File: src/rtl/dbus_xbar.sv
// dbus_xbar: NMASTERS x NTARGETS data-bus crossbar with mask/base decode, per-target round-robin
// arbitration and a registered one-cycle read-response route. Define DBUS_XBAR_DECERR_EN for decode-error responses.
module dbus_xbar #(
  parameter int NMASTERS = 4,
  parameter int NTARGETS = 4,
  parameter logic [32*NTARGETS-1:0] TGT_BASE = {32'h40001000, 32'h40000000, 32'h20000000, 32'h10000000},
  parameter logic [32*NTARGETS-1:0] TGT_MASK = {32'hFFFFF000, 32'hFFFFF000, 32'hFFFF0000, 32'hFFFFC000}
) (
  input  logic                     clk_i,
  input  logic                     rst_ni,
  input  logic [NMASTERS-1:0]      m_re_i,
  input  logic [NMASTERS-1:0]      m_we_i,
  input  logic [32*NMASTERS-1:0]   m_addr_i,
  input  logic [32*NMASTERS-1:0]   m_wdata_i,
  input  logic [4*NMASTERS-1:0]    m_wstrb_i,
  output logic [32*NMASTERS-1:0]   m_rdata_o,
  output logic [NMASTERS-1:0]      m_stall_o,
  output logic [NMASTERS-1:0]      m_err_o,
  output logic [NTARGETS-1:0]      t_re_o,
  output logic [NTARGETS-1:0]      t_we_o,
  output logic [32*NTARGETS-1:0]   t_addr_o,
  output logic [32*NTARGETS-1:0]   t_wdata_o,
  output logic [4*NTARGETS-1:0]    t_wstrb_o,
  input  logic [32*NTARGETS-1:0]   t_rdata_i,
  input  logic [NTARGETS-1:0]      t_stall_i
);

  localparam int MW = (NMASTERS > 1) ? $clog2(NMASTERS) : 1;
  localparam int TW = (NTARGETS > 1) ? $clog2(NTARGETS) : 1;
  localparam logic [MW-1:0] LAST_M = MW'(NMASTERS - 1);

  logic [NMASTERS-1:0] req;
  logic [NMASTERS-1:0] rd;
  logic [NMASTERS-1:0] routed;
  logic [NMASTERS-1:0] acc;
  logic [TW-1:0]       tsel [NMASTERS];
  logic [MW-1:0]       rr [NTARGETS];
  logic [NTARGETS-1:0] gnt;
  logic [NTARGETS-1:0] tacc;
  logic [MW-1:0]       gidx [NTARGETS];
  logic [NMASTERS-1:0] rvalid;
  logic [TW-1:0]       rtgt [NMASTERS];
`ifdef DBUS_XBAR_DECERR_EN
  logic [NMASTERS-1:0] mapped;
  logic [NMASTERS-1:0] err_acc;
  logic [NMASTERS-1:0] evalid;
  logic [NMASTERS-1:0] err_q;
`endif

  // Decode scans high-to-low so the lowest matching target wins; a miss falls back to the last target.
  always_comb begin
    for (int i = 0; i < NMASTERS; i++) begin
      req[i]  = m_re_i[i] | m_we_i[i];
      rd[i]   = m_re_i[i] & ~m_we_i[i];
      tsel[i] = TW'(NTARGETS - 1);
`ifdef DBUS_XBAR_DECERR_EN
      mapped[i] = 1'b0;
`endif
      for (int j = NTARGETS - 1; j >= 0; j--) begin
        if ((m_addr_i[32*i +: 32] & TGT_MASK[32*j +: 32]) == TGT_BASE[32*j +: 32]) begin
          tsel[i] = TW'(j);
`ifdef DBUS_XBAR_DECERR_EN
          mapped[i] = 1'b1;
`endif
        end
      end
`ifdef DBUS_XBAR_DECERR_EN
      routed[i]  = req[i] & mapped[i];
      err_acc[i] = rst_ni & req[i] & ~mapped[i];
`else
      routed[i]  = req[i];
`endif
    end
  end

  // Round-robin: first routed requester at or after rr[j], wrapping; nothing is granted during reset.
  always_comb begin
    int m;
    m = 0;
    for (int j = 0; j < NTARGETS; j++) begin
      gnt[j]  = 1'b0;
      gidx[j] = '0;
      for (int k = 0; k < NMASTERS; k++) begin
        m = int'(rr[j]) + k;
        if (m >= NMASTERS) m = m - NMASTERS;
        if (!gnt[j] && routed[m] && (int'(tsel[m]) == j)) begin
          gnt[j]  = 1'b1;
          gidx[j] = MW'(m);
        end
      end
      gnt[j]  = gnt[j] & rst_ni;
      tacc[j] = gnt[j] & ~t_stall_i[j];
    end
  end

  always_comb begin
    t_re_o    = '0;
    t_we_o    = '0;
    t_addr_o  = '0;
    t_wdata_o = '0;
    t_wstrb_o = '0;
    acc       = '0;
    for (int j = 0; j < NTARGETS; j++) begin
      if (gnt[j]) begin
        t_re_o[j]             = rd[gidx[j]];
        t_we_o[j]             = m_we_i[gidx[j]];
        t_addr_o[32*j +: 32]  = m_addr_i[32*gidx[j] +: 32];
        t_wdata_o[32*j +: 32] = m_wdata_i[32*gidx[j] +: 32];
        t_wstrb_o[4*j +: 4]   = m_wstrb_i[4*gidx[j] +: 4];
        if (tacc[j]) acc[gidx[j]] = 1'b1;
      end
    end
  end

  always_comb begin
    for (int i = 0; i < NMASTERS; i++) begin
`ifdef DBUS_XBAR_DECERR_EN
      m_stall_o[i] = rst_ni & req[i] & ~acc[i] & ~err_acc[i];
`else
      m_stall_o[i] = rst_ni & req[i] & ~acc[i];
`endif
    end
  end

  // Pointers advance past the accepted grantee; the response route remembers which target to read back from.
  always_ff @(posedge clk_i or negedge rst_ni) begin
    if (!rst_ni) begin
      for (int j = 0; j < NTARGETS; j++) rr[j] <= '0;
      for (int i = 0; i < NMASTERS; i++) rtgt[i] <= '0;
      rvalid <= '0;
    end else begin
      for (int j = 0; j < NTARGETS; j++) begin
        if (tacc[j]) rr[j] <= (gidx[j] == LAST_M) ? '0 : gidx[j] + 1'b1;
      end
      for (int i = 0; i < NMASTERS; i++) begin
        rvalid[i] <= acc[i] & rd[i];
        if (acc[i]) rtgt[i] <= tsel[i];
      end
    end
  end

`ifdef DBUS_XBAR_DECERR_EN
  // Unmapped accesses complete locally: reads get a poison word next cycle, the error flag sticks until reset.
  always_ff @(posedge clk_i or negedge rst_ni) begin
    if (!rst_ni) begin
      evalid <= '0;
      err_q  <= '0;
    end else begin
      evalid <= err_acc & rd;
      err_q  <= err_q | err_acc;
    end
  end

  assign m_err_o = err_q;
`else
  assign m_err_o = '0;
`endif

  always_comb begin
    for (int i = 0; i < NMASTERS; i++) begin
      m_rdata_o[32*i +: 32] = '0;
      if (rvalid[i]) begin
        m_rdata_o[32*i +: 32] = t_rdata_i[32*rtgt[i] +: 32];
      end
`ifdef DBUS_XBAR_DECERR_EN
      else if (evalid[i]) begin
        m_rdata_o[32*i +: 32] = 32'hDEADBEEF;
      end
`endif
    end
  end

endmodule

File: config.mk
export PLATFORM = sky130hd
export DESIGN_NAME = dbus_xbar
export DESIGN_NICKNAME = d
export VERILOG_FILES = /design/src/rtl/dbus_xbar.sv
export SDC_FILE = /design/constraint.sdc
export NUM_CORES = 1
export LEC_CHECK = 0
export BUFFER_PORTS_ARGS = -buffer_cell sky130_fd_sc_hd__buf_2
export CAP_MARGIN = 20
export CORE_AREA = 4 4 324 326
export CTS_CLUSTER_DIAMETER = 60
export DETAILED_ROUTE_END_ITERATION = 7
export DIE_AREA = 0 0 328 330
export GPL_ROUTABILITY_DRIVEN = 0
export PLACE_DENSITY = 0.36
export SYNTH_ARGS = -nofsm -noshare
export SYNTH_HDL_FRONTEND = slang
export SYNTH_SLANG_ARGS = --single-unit
File: constraint.sdc
create_clock -name clk_i -period 4.07 [get_ports clk_i]
set_input_delay 0.2035 -clock clk_i [delete_from_list [all_inputs] [get_ports clk_i]]
set_output_delay 0.2035 -clock clk_i [all_outputs]
set_load 0.01 [all_outputs]
==> results of run 1 <==
## kinds of logic (layout without fill, tap and decap cells)
kind of cell / after synthesis / in the layout / synth area share, %
buffers and inverters: 248 / 930 / 8.99
AOI/OAI and AO/OA: 363 / 363 / 18.5
DFF: 20 / 20 / 3.58
other: 1 / 71 / 0.0269
adders and majority gates: 13 / 13 / 1.16
and+or+nand+nor: 422 / 422 / 17.1
muxes: 537 / 537 / 50.6
## routing by layer
layer	share of wire [%]	global-route usage (%)
met1	41	20.8
met2	50	29.8
met3	7.6	2.99
met4	2.0	3.12
met5	0.13	0
## worst max-delay path, delay by kind of cell
family          cells  cell delay [ps]
compound gates      5             1370
simple gates        3             1390
buf+inv             3              570
## flip-flops by register name, indices dropped and copies added, names as in the netlist
register  flops
rr            8
rtgt          8
rvalid        4
## through the flow
stage	utilization, %	total power [mW]	std cells	TNS [ps]
floorplan	-	2.72	1658	0
global placement	19.7	4.45	3701	-881
detailed placement	19.7	4.44	3701	-257
CTS	19.8	4.73	3706	0
global route	19.9	5.01	3716	-15.3
finish	19.9	4.71	3724	0
## layout by cell type (no fill, tap or decap), types with 7 or more instances in the layout
| master | Yosys | layout |
|---|---|---|
| o21ai_0 | 12 | 11 |
| a221oi_1 | 24 | 24 |
| mux4_2 | 129 | 129 |
| nor4b_1 | 7 | 7 |
| nor3_1 | 20 | 18 |
| nand2_1 | 52 | 49 |
| and3_1 | 32 | 32 |
| nand3_1 | 14 | 13 |
| inv_1 | 18 | 18 |
| o22ai_1 | 127 | 126 |
| a21oi_1 | 14 | 13 |
| a211oi_1 | 116 | 115 |
| nor2b_1 | 12 | 12 |
| dfrtp_1 | 20 | 12 |
| a31oi_1 | 29 | 28 |
| mux2i_1 | 350 | 350 |
| and2_1 | 133 | 133 |
| buf_2 | 38 | 774 |
| buf_4 | 64 | 101 |
| nor4_1 | 14 | 14 |
| buf_12 | 0 | 29 |
| diode_2 | 0 | 16 |
| mux2_2 | 56 | 56 |
| conb_1 | 1 | 55 |
| ha_1 | 13 | 13 |
| nor2_1 | 79 | 79 |
| dfrtp_2 | 0 | 8 |
## what timing repair did
action | 4_1_cts | 5_1_grt
hold buffers | 1 | 0
resized for setup | 1 | 4
cloned | 0 | 0
endpoints found under the setup margin | 5 | 19
hold endpoints to repair | 20 | 0
pin swaps | 0 | 1
setup buffers | 0 | 2
## where the power goes
group,leakage [nW],internal [mW],switching (mW)
Combinational,8.95,1.82,2.19
Clock,0.0512,0.196,0.0865
Sequential,0.226,0.234,0.178
## worst paths after layout
path                                 end  cells past startpoint
min reg2reg                      rtgt[4]                      1
min                                rr[2]                      3
min in group asynchronous          rr[7]                      3
max                        t_wdata_o[11]                     11
max reg2reg                      rtgt[6]                     13
max in group asynchronous        rtgt[5]                      3
## layout make-up
cell class | count | area share (%)
inverter | 20 | 0.396
clock buffer | 3 | 0.371
timing repair buffer | 906 | 25.9
tap | 1368 | 8.47
clock inverter | 1 | 0.149
antenna | 16 | 0.198
sequential | 20 | 2.52
multi-input combinational | 1390 | 62.0
==> results by group, run 1 <==
Timing
  • Max Fclk: 0.256 GHz
  • Final setup margin: 164 ps
  • Worst clock skew: roughly 6.3 ps
  • Time the final worst path needs with I/O delays and setup: 3910 ps
  • Worst Max-Slew Pin Slew: 1100 ps
  • Count of pins over their slew limit: 0
  • Share of the clock period used by the worst path after layout: a little over nine tenths
  • Count of final setup violators: 0
  • Worst slew margin relative to its limit: 26.5%
  • Tightest hold margin: ~310 ps
  • Final Hold Fails: 0

Floorplanning
  • Chip Height: between 300 and 400 µm
  • Core area: 102000 µm²
  • Die Area: 108000 µm²
  • Die boundary width: 328 µm
  • Effective utilization at floorplan: between 10 and 15%
  • Count of pins on the block boundary: 830
  • Row cnt: roughly 120

Drt
  • Number of vias in the routed layout: 17534
  • Final routed wire length divided by cell count: around 26 µm
  • Number of DRC markers after the initial detailed-route iteration: 1195
  • Per-cell via count in the routed design: between 4 and 5
  • Routed Antenna Nets: 0
  • Routed Wire Length: between 90000 and 100000 µm
  • Pre-antenna DRT Iters: 5
  • Remaining design rule violation count: 0

Worst setup path
  • Flop-to-flop setup slack: 900 ps
  • Start-to-end type of the worst setup path: input pin to output port
  • Type of element capturing the critical path: output port
  • Startpoint of the worst-slack reg-to-reg timing path: rr[4]
  • Worst setup path start: m_addr_i[92]
  • Maximum net fanout on the critical path: 51
  • Highest-delay cell along the critical path: or4b_2
  • Critical path arrival: 3700 ps
  • Crit path launch type: input pin
  • Sequence of cells on the critical path: buf_2 -> or4b_2 -> a211oi_2 -> and4bb_2 -> o21ai_1 -> a2bb2oi_1 -> o21ai_1 -> nand2b_2 -> buf_12 -> o22ai_1 -> buf_2
  • Required time of the critical path: 3870 ps
  • Slowest stage delay, CP: 780 ps

Synth
  • Post-synthesis instance area: about 14000 µm²
  • Fraction of registers with async set/reset: 100%
  • Cell taking the most area after synthesis: mux2i_1
  • Most instantiated flip-flop cell in the synthesis netlist: dfrtp_1
  • Sequential element share of the synthesized area: 3.58%
  • Top cells by instance count after synthesis: 350 x mux2i_1, 133 x and2_1, 129 x mux4_2, 127 x o22ai_1, 116 x a211oi_1
  • Synthesized instance count: about 1600
  • Post-synthesis register bit count: 20
  • Most frequently used cell type in the post-synthesis netlist: mux2i_1
  • Number of warning messages in the yosys log: 0
  • Syn Area/Cell: 8.71 µm²
  • Number of enable-type register cells in the synthesized netlist: 0
  • Largest cells by area after synthesis: mux2i_1 25%, mux4_2 21%, a211oi_1 6.2%, and2_1 6.0%, o22ai_1 5.7%
  • Number of different library cells in the post-synthesis netlist: between 70 and 80
  • Area share of the leading cell type in the synthesized netlist: 25.1%

Cells and area
  • Final cell area excluding filler cells: 20200 µm²
  • Relative area change from synthesis to final layout: 44.8%
  • Number of nets in the layout: 2768
  • Share of final-layout standard cells stronger than drive strength 1: 49.1%
  • Filler cell count in the final layout: ~12000
  • Area of combinational cells with multiple inputs: 12500 µm²
  • Storage cell area: 510 µm²

Status
  • Status: finished clean

Clock network
  • Clock slew seen by the registers of the worst setup and hold paths: roughly 70 ps
  • Clock Sink Count: 20
  • Number of buffers inserted during clock tree synthesis: 3
  • Longest Clk Path Bufs: 2
  • Master cell of the clock root buffer: clkbuf_16
  • Latest clock arrival within the worst-skew pair: approximately 260 ps
  • TritonCTS clock tree: built
  • Maximum level of the CTS H-tree: 1

Job
  • Reported max-cap violation count: 0

Global route
  • All-layer global routing usage: 16.6%
  • Pin count of the biggest net entering global routing: just over 60
  • Antenna violations before repair: 56
  • Global-route wire length before repair: 133000 µm
  • Vias in the first global route: ~17000
  • Sum of overflow across all layers after global routing: 0

Worst hold path
  • Path class of the lowest-slack min-delay path: input pin to flip-flop
  • Beginning of the worst hold path: t_stall_i[2]

Pwr
  • Total leakage power: 9.23 nW
  • Maximum vdd drop: between 200 and 250 µV
  • Total power divided by cell area: 233 nW/µm²

Place
  • Buffers added on ports: ~770
  • Area after DPL: 20000 µm²
  • Setup slack at placement: -78.6 ps
  • Dpl hpwl: 80000 µm
Power figures use the tool's default switching activity.
==> inputs of run 2 (changes only) <==
==> constraint.sdc (replaced) <==
create_clock -name clk_i -period 4.07 [get_ports clk_i]
set_input_delay 0.2035 -clock clk_i [delete_from_list [all_inputs] [get_ports clk_i]]
set_output_delay 0.2035 -clock clk_i [all_outputs]
set_load 0.02 [all_outputs]
==> results by group, run 2 (same netlist as run 1, synthesis figures left out) <==
Timing
  • Count of pins over their slew limit: 0 (unchanged)
  • Worst slew margin relative to its limit: 23.8% (-2.7 points)
  • Worst clock skew: 2.57 ps (-3.77 ps)
  • Count of final setup violators: 0 (unchanged)
  • Max Fclk: 0.254 GHz (-0.72%)
  • Setup repair after global routing missed its margin: no
  • Final setup margin: 136 ps (-28.2 ps)
  • Worst Max-Slew Pin Slew: 1140 ps (+40.8 ps)
  • Share of the clock period used by the worst path after layout: 96.7% (+0.69 points)
  • Final Hold Fails: 0 (unchanged)
  • Time the final worst path needs with I/O delays and setup: 3930 ps (+28.2 ps)

Place
  • Buffers added on ports: 774 (unchanged)
  • DP Cell Count: 3706 (+0.14%)
  • Dpl hpwl: 80800 µm (+0.98%)
  • Area after DPL: 20000 µm² (about the same)
  • Setup slack at placement: -271 ps (-192 ps)

Worst setup path
  • Total number of cells along the worst setup path: 12 (+1)
  • Buffers plus inverters on the worst setup path: 4 (+1)
  • End of the worst register-to-register path: rtgt[6]
  • Type of element capturing the critical path: output port
  • Largest delay contributor family on the critical path: simple AND/OR/NAND/NOR gates
  • Slowest stage delay, CP: 750 ps (-30 ps)
  • Highest-delay cell along the critical path: or4b_2
  • Critical Path Sink: t_wdata_o[4]
  • Flop-to-flop setup slack: 850 ps (-50 ps)
  • Worst setup path start: m_addr_i[92]
  • Crit path launch type: input pin
  • Maximum net fanout on the critical path: 26 (-49%)
  • Startpoint of the worst-slack reg-to-reg timing path: rr[4]
  • Critical path arrival: 3730 ps (+30 ps)
  • Number of cells traversed by the worst register-to-register path: 12 (-1)
  • Sequence of cells on the critical path: buf_2 -> or4b_2 -> a211oi_2 -> and4bb_2 -> o21ai_1 -> a2bb2oi_1 -> o21ai_1 -> nand2b_2 -> buf_12 -> buf_4 -> o22ai_1 -> buf_2
  • Required time of the critical path: 3870 ps (about the same)
  • Start-to-end type of the worst setup path: input pin to output port

Global route
  • Pin count of the biggest net entering global routing: 64 (+4.9%)
  • Vias in the first global route: 17284 (-0.67%)
  • Antenna violations before repair: 49 (-13%)
  • Global-route wire length before repair: 133000 µm (about the same)
  • All-layer global routing usage: 16.7% (+0.098 points)
  • Sum of overflow across all layers after global routing: 0 (unchanged)

Clock network
  • Maximum level of the CTS H-tree: 1 (unchanged)
  • Master cell of the clock root buffer: clkbuf_16
  • Clock slew seen by the registers of the worst setup and hold paths: 60 ps (about the same)
  • Number of buffers inserted during clock tree synthesis: 3 (unchanged)
  • Longest Clk Path Bufs: 2 (unchanged)
  • Latest clock arrival within the worst-skew pair: 260 ps (about the same)
  • Clock Sink Count: 20 (unchanged)
  • TritonCTS clock tree: built

Cells and area
  • Final cell area excluding filler cells: 20200 µm² (+0.14%)
  • Final core area utilization: 19.9% (+0.028 points)
  • Filler cell count in the final layout: 11540 (+0.017%)
  • Top Registers: rr (8), rtgt (8), rvalid (4)
  • Share of final-layout standard cells stronger than drive strength 1: 49.3% (+0.22 points)
  • Most common library cell in the layout ignoring fill and taps: buf_2
  • Non-Filler Instances: 3731 (+0.19%)
  • Relative area change from synthesis to final layout: 45.0%
  • Number of nets in the layout: 2774 (+0.22%)
  • Commonest cells after routing, fill and taps aside: 774 x buf_2, 350 x mux2i_1, 133 x and2_1

Drt
  • Number of DRC markers after the initial detailed-route iteration: 1098 (-8.1%)
  • Routed Antenna Nets: 0 (unchanged)
  • Number of vias in the routed layout: 17508 (-0.15%)
  • Pre-antenna DRT Iters: 5 (unchanged)
  • Per-cell via count in the routed design: 4.69 (-0.34%)
  • Routed Wire Length: 97000 µm (+1.1%)
  • Remaining design rule violation count: 0 (unchanged)
  • Final routed wire length divided by cell count: 26.0 µm (+0.90%)

Pwr
  • Total power divided by cell area: 250 nW/µm² (+7.2%)
  • Total leakage power: 9.26 nW (+0.27%)
  • Maximum vdd drop: 185 µV (-25%)

Worst hold path
  • Path class of the lowest-slack min-delay path: input pin to flip-flop

Floorplanning
  • Effective utilization at floorplan: 13.7% (unchanged)
  • Die Area: 108000 µm² (unchanged)
  • Count of pins on the block boundary: 830 (unchanged)
  • Chip Height: 330 µm (unchanged)
  • Die boundary width: 328 µm (unchanged)
  • Row cnt: 117 (unchanged)
  • Core area: 102000 µm² (unchanged)

Status
  • Status: finished clean

Job
  • Reported max-cap violation count: 0 (unchanged)
[run 2: worst reg2reg max path, cell delays in order (launching register included)]
cell	delay, ps
dfrtp_1	560
inv_1	240
nand2_1	100
o32ai_1	120
nor3_2	370
nand3_1	190
a31oi_4	290
inv_1	100
ha_1	220
a211oi_1	360
o21ai_2	130
buf_4	170
mux2_2	260
[run 2: timing repair]
item | 4_1_cts | 5_1_grt
pin swaps | 0 | 2
resized for setup | 3 | 3
endpoints found under the setup margin | 39 | 6
setup buffers | 0 | 3
hold buffers | 1 | 0
endpoints found under the hold margin | 20 | 0
[run 2: per-layer routing]
metal | part of all wire [%] | GRT usage [%] | up-vias
met1 | 40 | 20.9 | 8661
met5 | 0.082 | 0 | -
met2 | 50 | 29.6 | 940
met4 | 2.1 | 3.87 | 12
met3 | 7.7 | 3.02 | 115
li1 | - | - | 7780
[run 2: how the worst min path moves through the flow]
stage,cells past startpoint,from,slack [ps],end
floorplan,0,rst_ni,-90,rr[0]
global placement,2,rst_ni,240,rvalid[1]
detailed placement,2,rst_ni,250,rvalid[1]
CTS,3,t_stall_i[2],320,rr[2]
global route,3,t_stall_i[2],330,rr[2]
finish,3,t_stall_i[2],320,rr[2]
[run 2: through the flow]
step | TNS (ps) | power [mW] | hold WS, ps
final | 0 | 5.05 | 320
after global routing | 0 | 5.36 | 331
after CTS | 0 | 5.12 | 315
after detailed placement | -2940 | 4.81 | 253
after global placement | -6340 | 4.84 | 243
after floorplan | 0 | 3.07 | -92.1
[run 2: area by class of cell]
| type | instances | area [µm²] | share of cell area [%] |
|---|---|---|---|
| Inverter | 20 | 80.1 | 0.396 |
| Multi-Input combinational cell | 1390 | 12500 | 62.0 |
| Tap cell | 1368 | 1710 | 8.45 |
| Sequential cell | 20 | 510 | 2.52 |
| Clock buffer | 3 | 75.1 | 0.371 |
| Clock inverter | 1 | 30.0 | 0.148 |
| Timing Repair Buffer | 912 | 5250 | 25.9 |
| Antenna cell | 17 | 42.5 | 0.210 |
[run 2: report_power, final]
group / leakage [nW] / switching (mW) / internal [mW]
clock: 0.0512 / 0.0877 / 0.196
combinational: 8.98 / 2.51 / 1.83
sequential: 0.226 / 0.190 / 0.234
total: 9.26 / 2.79 / 2.26
